===== src/rtl/adder_pkg.sv =====
`default_nettype none
// ============================================================================
//  Module      : adder_pkg
//  Description : Shared definitions for the nibble-serial adder controller:
//                nibble width, FSM state encoding and an index-width helper.
//  Revision    : 1.0 - initial release
// ============================================================================
package adder_pkg;

    // Width of the shared datapath adder.
    localparam int NIBBLE_W = 4;

    // Controller states with fixed encodings.
    typedef enum logic [1:0] {
        IDLE = 2'd0,
        RUN  = 2'd1,
        DONE = 2'd2
    } state_t;

    // Bits needed to count 0..n-1; never less than one bit so that a
    // single-nibble configuration still has a legal counter.
    function automatic int idx_width(input int n);
        int w;
        w = 1;
        while ((1 << w) < n) begin
            w = w + 1;
        end
        return w;
    endfunction

endpackage : adder_pkg
`default_nettype wire


===== src/rtl/adder_4bit.sv =====
`default_nettype none
// ============================================================================
//  Module      : adder_4bit
//  Description : 4-bit ripple-carry adder, purely combinational.
//  Ports       : a, b   - 4-bit operands
//                c_in   - carry into bit 0
//                s      - 4-bit sum
//                c_out  - carry out of bit 3
//  Revision    : 1.0 - initial release
// ============================================================================
module adder_4bit (
    input  logic [3:0] a,
    input  logic [3:0] b,
    input  logic       c_in,
    output logic       c_out,
    output logic [3:0] s
);

    logic [4:0] w_c;

    assign w_c[0] = c_in;

    for (genvar i = 0; i < 4; i++) begin : g_bit
        assign s[i]     = a[i] ^ b[i] ^ w_c[i];
        assign w_c[i+1] = (a[i] & b[i]) | (w_c[i] & (a[i] ^ b[i]));
    end

    assign c_out = w_c[4];

endmodule : adder_4bit
`default_nettype wire


===== src/rtl/nibble_serial_adder_ctrl.sv =====
`default_nettype none
// ============================================================================
//  Module      : nibble_serial_adder_ctrl
//  Description : Computes a WIDTH-bit a+b+c_in on one shared 4-bit adder,
//                one nibble per clock, least-significant nibble first.
//                Operands arrive on a valid/ready handshake; sum, carry-out
//                and signed overflow leave on a valid/ready handshake.
//  Ports       : clk, rst            - clock, async active-high reset
//                in_valid/in_ready   - operand handshake (ready only in IDLE)
//                a, b, c_in          - operands, sampled on the accept edge
//                out_valid/out_ready - result handshake (valid only in DONE)
//                sum, c_out, ovf     - result, carry-out, signed overflow
//                busy                - controller not idle
//  Revision    : 1.0 - initial release
// ============================================================================
module nibble_serial_adder_ctrl
    import adder_pkg::*;
#(
    parameter int WIDTH = 16
) (
    input  logic             clk,
    input  logic             rst,
    input  logic             in_valid,
    output logic             in_ready,
    input  logic [WIDTH-1:0] a,
    input  logic [WIDTH-1:0] b,
    input  logic             c_in,
    output logic             out_valid,
    input  logic             out_ready,
    output logic [WIDTH-1:0] sum,
    output logic             c_out,
    output logic             ovf,
    output logic             busy
);

    localparam int NIB   = WIDTH / NIBBLE_W;
    localparam int IDX_W = idx_width(NIB);
    localparam logic [IDX_W-1:0] c_IDX_LAST = IDX_W'(NIB - 1);

    state_t           r_state;
    logic [WIDTH-1:0] r_a_sh;
    logic [WIDTH-1:0] r_b_sh;
    logic [WIDTH-1:0] r_sum_sh;
    logic             r_carry;
    logic [IDX_W-1:0] r_idx;
    logic             r_a_msb;
    logic             r_b_msb;
    logic             r_ovf;

    logic [NIBBLE_W-1:0] w_nib_sum;
    logic                w_nib_cout;
    logic [WIDTH-1:0]    w_a_next;
    logic [WIDTH-1:0]    w_b_next;
    logic [WIDTH-1:0]    w_sum_next;
    logic [WIDTH-1:0]    w_nib_ins;

    // Shared datapath: the only adder in the block.
    adder_4bit u_adder (
        .a     (r_a_sh[NIBBLE_W-1:0]),
        .b     (r_b_sh[NIBBLE_W-1:0]),
        .c_in  (r_carry),
        .c_out (w_nib_cout),
        .s     (w_nib_sum)
    );

    assign w_a_next   = r_a_sh >> NIBBLE_W;
    assign w_b_next   = r_b_sh >> NIBBLE_W;
    // New nibble enters at the top so that after NIB shifts the first
    // (least-significant) nibble has walked down to bits [3:0]. Built with
    // shifts so the expression stays legal when WIDTH equals one nibble.
    assign w_nib_ins  = WIDTH'(w_nib_sum) << (WIDTH - NIBBLE_W);
    assign w_sum_next = (r_sum_sh >> NIBBLE_W) | w_nib_ins;

    always_ff @(posedge clk or posedge rst) begin
        if (rst) begin
            r_state  <= IDLE;
            r_a_sh   <= '0;
            r_b_sh   <= '0;
            r_sum_sh <= '0;
            r_carry  <= 1'b0;
            r_idx    <= '0;
            r_a_msb  <= 1'b0;
            r_b_msb  <= 1'b0;
            r_ovf    <= 1'b0;
        end else begin
            case (r_state)
                IDLE: begin
                    if (in_valid) begin
                        r_a_sh   <= a;
                        r_b_sh   <= b;
                        r_carry  <= c_in;
                        r_idx    <= '0;
                        r_sum_sh <= '0;
                        r_a_msb  <= a[WIDTH-1];
                        r_b_msb  <= b[WIDTH-1];
                        r_ovf    <= 1'b0;
                        r_state  <= RUN;
                    end
                end
                RUN: begin
                    r_a_sh   <= w_a_next;
                    r_b_sh   <= w_b_next;
                    r_sum_sh <= w_sum_next;
                    r_carry  <= w_nib_cout;
                    r_idx    <= r_idx + 1'b1;
                    if (r_idx == c_IDX_LAST) begin
                        // Final nibble: its bit 3 is the result MSB, so the
                        // overflow flag can be registered on this same edge.
                        r_ovf   <= (r_a_msb == r_b_msb) && (w_nib_sum[NIBBLE_W-1] != r_a_msb);
                        r_state <= DONE;
                    end
                end
                DONE: begin
                    if (out_ready) begin
                        r_state <= IDLE;
                    end
                end
                default: begin
                    r_state <= IDLE;
                end
            endcase
        end
    end

    // Handshake flags are decoded from state only; result outputs come
    // straight from flops.
    assign in_ready  = (r_state == IDLE);
    assign out_valid = (r_state == DONE);
    assign busy      = (r_state != IDLE);
    assign sum       = r_sum_sh;
    assign c_out     = r_carry;
    assign ovf       = r_ovf;

endmodule : nibble_serial_adder_ctrl
`default_nettype wire


===== config.mk =====
export PLATFORM = sky130hd
export DESIGN_NAME = nibble_serial_adder_ctrl
export DESIGN_NICKNAME = d
export VERILOG_FILES = /design/src/rtl/adder_pkg.sv /design/src/rtl/adder_4bit.sv /design/src/rtl/nibble_serial_adder_ctrl.sv
export SDC_FILE = /design/constraint.sdc
export NUM_CORES = 1
export LEC_CHECK = 0
export ABC_CLOCK_PERIOD_IN_PS = 3500
export BUFFER_PORTS_ARGS = -buffer_cell sky130_fd_sc_hd__buf_4
export CORE_MARGIN = 3
export CORE_UTILIZATION = 35
export DETAILED_ROUTE_END_ITERATION = 16
export SYNTH_ARGS = -nofsm -noshare
export SYNTH_HDL_FRONTEND = slang
export SYNTH_HIERARCHICAL = 1
export SYNTH_SLANG_ARGS = --single-unit

===== constraint.sdc =====
create_clock -name clk -period 3.5 [get_ports clk]
set_clock_uncertainty 0.2 [all_clocks]
set_input_delay 0.875 -clock clk [delete_from_list [all_inputs] [get_ports clk]]
set_output_delay 0.875 -clock clk [all_outputs]
set_load 0.01 [all_outputs]

* Yosys cells after proc, flatten, opt, wreduce, memory -nomap -nowiden
Index checks and enable logic that the tools add are counted.
** Storage, ports and cells
- Register bits after elaboration :: 56
- Output and inout bits :: 21
- Word-level logic and storage cells :: 64
** Cells by class
- Reductions and logical operators :: 8
- Eq/ne operators :: 8
- $add $sub $neg :: 1
- Bitwise operators :: 21
- Muxes and demuxes :: 17
** Operator list (count)
- 16-bit one-hot mux with 2 select lines :: 3
- 16-bit two-way mux :: 3
- 12-bit by 16-bit OR with 16-bit output :: 1
- 1-bit bitwise AND :: 8
- 2-bit two-way mux :: 4
- 1-bit XOR :: 8
- 2-bit one-hot mux with 3 select lines :: 1
- 3-bit AND reduction :: 2
- 2-bit == test (second input constant) :: 2
- 2-bit != test (second input constant) :: 2
- 1-bit OR :: 4
- 1-bit one-hot mux with 2 select lines :: 2
- 2-bit one-hot mux with 2 select lines :: 1
- 2-bit AND reduction :: 2
- 2-bit nonzero test :: 2
- 1-bit two-way mux :: 3
- 2-bit by 1-bit adder with 2-bit output (second input constant) :: 1
- 2-bit by 1-bit == test with 1-bit output (second input constant) :: 1
- 2-bit zero test :: 1
- 2-bit by 1-bit != test with 1-bit output (second input constant) :: 1
- 1-bit == test :: 1
- 1-bit logical AND :: 1
- 1-bit != test :: 1

* Logic depth before layout (Yosys ltp)
- Depth after elaboration :: 12
- Mapped depth :: 11
- Mapped depth without buffers :: 11

* By module
The synthesis kept the hierarchy.
** Modules (own cells, without submodules)
- nibble_serial_adder_ctrl :: cells an instance 250, area each 2517.4 um2, times used 1
- adder_4bit :: cells an instance 14, area each 117.6 um2, times used 1

* Worst setup path before layout
Ideal clock, no wire load.
- Path type :: register to register
- From :: register r_a_sh[0]
- To :: register r_ovf (netlist: ovf)
- Buffers on the path :: 0
- Required time :: 3.171 ns
- Cell stages (with the launch flop) :: 12
- Arrival time :: 2.258 ns
- Setup time :: 0.129 ns
- Path slack :: 0.913 ns
- Cells stage by stage :: dfrtp_1 -> fa_1 -> inv_1 -> fa_1 -> inv_1 -> fa_1 -> inv_1 -> fa_1 -> inv_1 -> and3b_1 -> a21oi_1 -> o21ai_0
** Between the ends
- Longest elaborated chain between the ends :: 12
- Elaborated cells between the ends (all ways) :: 13
- Classes of those cells :: eq/ne: 1; mux: 2; bitwise: 9; reduce/logical: 1
** RTL lines
- start: declaration :: RTL line nibble_serial_adder_ctrl.sv:41 : logic [WIDTH-1:0] r_a_sh;
- start signal: assignment :: RTL line nibble_serial_adder_ctrl.sv:101 : r_a_sh <= w_a_next;
- 1-bit XOR :: RTL line adder_4bit.sv:25 : assign w_c[i+1] = (a[i] & b[i]) | (w_c[i] & (a[i] ^ b[i]));
- 1-bit bitwise AND :: RTL line adder_4bit.sv:25
- 1-bit OR (*) :: RTL line adder_4bit.sv:25
- 1-bit bitwise AND (*) :: RTL line adder_4bit.sv:25
- 1-bit OR (*) :: RTL line adder_4bit.sv:25
- 1-bit bitwise AND (*) :: RTL line adder_4bit.sv:25
- 1-bit OR (*) :: RTL line adder_4bit.sv:25
- 1-bit XOR (*) :: RTL line adder_4bit.sv:24 : assign s[i] = a[i] ^ b[i] ^ w_c[i];
- net w_nib_sum[3] :: RTL line nibble_serial_adder_ctrl.sv:50 : logic [NIBBLE_W-1:0] w_nib_sum;
- 1-bit != test (*) :: RTL line nibble_serial_adder_ctrl.sv:109 : r_ovf <= (r_a_msb == r_b_msb) && (w_nib_sum[NIBBLE_W-1] != r_a_msb);
- 1-bit logical AND (*) :: RTL line nibble_serial_adder_ctrl.sv:109
- 1-bit two-way mux (*) :: RTL line nibble_serial_adder_ctrl.sv:106 : if (r_idx == c_IDX_LAST) begin
- 1-bit one-hot mux with 2 select lines (*) :: RTL line nibble_serial_adder_ctrl.sv:86 : case (r_state)
- end signal: assignment :: RTL line nibble_serial_adder_ctrl.sv:109
- end: declaration :: RTL line nibble_serial_adder_ctrl.sv:48 : logic r_ovf;
Mark *: on every way through the listed nets, which the timed path passes. The rest lies on a longest branch. The select of a mux whose other input is x is not followed.
A chain may end at the register's enable or synchronous reset.

* Worst setup path after layout
Ends and elaborated chain as after synthesis.

==> results.md <==
* Kind of end point of the critical path: flop
* Status: finished clean
* Critical Path RT at 3.49 ns
* Final ANT Viol Nets at 0
* FF+latch area at between 1000 and 1500 um^2
* Yosys warning count at 6
* Peak VDD IR at between 0.3 and 0.4 mV
* GPL Wtd Cong at about 0.70
* R2R depth at 11
* TritonCTS Buffers at 5
* Critical-path top delay cell: fa_1
* Synthesized Nets at approximately 310
* Clk Latency, worst-skew pair at just over 0.3 ns
* Static Leak at 1.49 nW
* Post-CTS setup buffer count at 0
* Min cycle time layout at 2.76 ns
* Share of layout cells above drive strength 1 at roughly a quarter
* Crit path DAT at roughly 2.8 ns
* Nets at between 300 and 400
* Clock slew at reported path FFs at around 0.1 ns
* Worst setup startpoint: r_a_sh[0]
* R2R Setup Slk at approximately 0.74 ns
* Final period util at 78.9%
* Final Hold Fails at 0
* #FFs+latches synth at 56
* Unrepaired setup endpoints after global routing: false
* Number of cell rows at 31
* Core Box Area at approximately 7300 um^2
* Number of fill cells at around 750
* CTS Hold Buffers Added at 0
* Final Instance Area at 3200 um^2
* First-pass GRT wire length at 9310 um
* Top post-synthesis cells by area: dfrtp_1 (53%), nand2_1 (11%), mux2i_1 (9.9%)
* Sequential share of power at 41.9%
* TNS Setup at 0 ns
* Placed Cells at 408
* CTS tree: built
* Synthesized cell area at 2640 um^2
* Overall Global Routing Usage at 13.6%
* Worst hold-check path type: reg -> reg
* Crit path kind: reg -> reg
* Netlist cell types at 24
* Reg-to-Reg End: ovf
* Fin util at 43.8%
* Max Cap Violations at 0
* WL per Instance at between 10 and 15 um
* Hold_sp: r_idx[0]
* Initial core utilization at between 30% and 40%
* Power Internal at roughly 1.6 mW
* Most frequent cells in the layout: nand2_1 (74), buf_4 (63), dfrtp_1 (56)
* Detailed Place HPWL at a little under 4000 um
* Post-route insts no fill at 416
* Peak Freq at between 300 and 400 MHz
* Post-synth top area share at between 50% and 60%
* Cells after Synth at roughly 260
* Combinational power share at between 40 and 50%
* Startpoint types: flop
* Number of diodes at 0
* Die Area at 8610 um^2
* Sequential share of the synthesized area at a little over half
* Number of global-route vias before repair at between 1500 and 2000
* Worst hold path depth at 1
* Die height at 92.8 um
* Synthesized area per cell at approximately 10 um^2
* Pwr/cell area at ~820 nW/um^2
* Commonest non-fill, non-tap cell in the layout: nand2_1
* Die Width at 92.8 um
* PnR worst setup slack at 0.737 ns
* Relative slew slack at between 30% and 40%
* IO Port Bufs at between 50 and 60
* Area of the multi-input gates at between 1000 and 1500 um^2
* CTS resizes at 0
* Initial DRC count at just under 90
* Vias at approximately 1900
* Place WS at ~0.72 ns
* Clock share of power at between 10% and 20%
* Worst path max stage delay at 0.42 ns
* Net Sw Frac at ~41%
* # DRC at 0
* Area growth syn-to-layout at 21.3%
* Area after DPL at about 3100 um^2
* Worst hold slack at a little under 0.3 ns
* Max Transition Viols Final at 0
* Post-Route WL at between 5000 and 6000 um
* First-pass DRT Iterations at 4
* CTS H-tree depth at 2
* Power Total at 2.62 mW
* Cell Chain, Critical Path: fa_1, inv_1, fa_1, inv_1, fa_1, inv_1, fa_1, inv_1, and3b_1, a21oi_1, o21ai_0
* Gr ovfl total at 0
* Root Driver: clkbuf_8
* Total net switching power at about 1.1 mW
* Boundary pin count at 58
* Largest net degree at the start of global routing at between 40 and 50
* Clock Path Buffers at 2
* Hold Path End: r_idx[0]
* Sink Count at between 50 and 60
* Count of final setup violators at 0
* Via/cell ratio at 4.64
* Initial antenna violation count at 0
* Worst slew pin tran at 1.04 ns
* Max FO, Critical Path at 3
* R2r startpoint: r_a_sh[0]
* Yosys top cell by area: dfrtp_1
[sequential cells by signal, summed over array words and instances, names as in the netlist]
signal	count
ovf	1
r_a_msb	1
r_idx	2
r_state	2
r_b_msb	1
r_b_sh	16
r_a_sh	16
sum	16
c_out	1
[metal layers]
metal / part of all wire, % / global-route usage [%] / up-vias
li1: - / - / 964
met2: 46 / 21.5 / 49
met1: 48 / 18.7 / 910
met3: 4.6 / 2.84 / 8
met5: 0 / 0 / -
met4: 1.3 / 4.40 / 0
[power groups by stage]
stage / registers [mW] / logic (mW) / clock network (mW)
finish: 1.10 / 1.15 / 0.372
global placement: 1.10 / 1.16 / 0
detailed placement: 1.11 / 1.18 / 0
global route: 1.14 / 1.30 / 0.409
floorplan: 1.08 / 0.856 / 0
CTS: 1.10 / 1.18 / 0.389
[worst max-delay path: cells and delay by family, from the launching register on]
family          cells  cell delay [ns]
fa+ha+maj           4             1.32
compound gates      2             0.23
simple gates        1             0.18
buf+inv             4             0.29
flops               1             0.41
[synthesized netlist by cell type]
cell	instances
dfrtp_1	56
nor2b_1	3
nand2b_1	2
inv_1	13
ha_1	1
buf_1	1
buf_2	9
buf_12	2
buf_4	1
o21ai_1	14
nor3b_4	1
o21ai_0	34
clkbuf_1	3
nor2_1	3
o21ai_2	7
fa_1	4
and3b_1	1
mux2i_1	26
mux2_2	2
nand2_1	74
and2b_1	1
a21oi_1	3
buf_6	2
o21bai_1	1
[worst max-delay path by stage]
stage                      to  cells after the start
after floorplan           ovf                     11
after global placement    ovf                     11
after detailed placement  ovf                     11
after CTS                 ovf                     11
final                     ovf                     11
after global routing      ovf                     11
[layout make-up]
type                    count  area share, %
flip-flops and latches     56           43.8
multi-input cells         177           33.0
repair buffers             63           14.8
well taps                  99           3.87
clock buffers               7           2.70
inverters                  13           1.53
clock inverters             1          0.235
[logic make-up after synthesis]
family	synth area share [%]
AOI/OAI and AO/OA	12.3
muxes	10.7
adders and majority gates	3.51
buffers and inverters	6.79
and+or+nand+nor	13.5
DFF	53.2
Note: power is estimated with default switching activity, not from simulation.
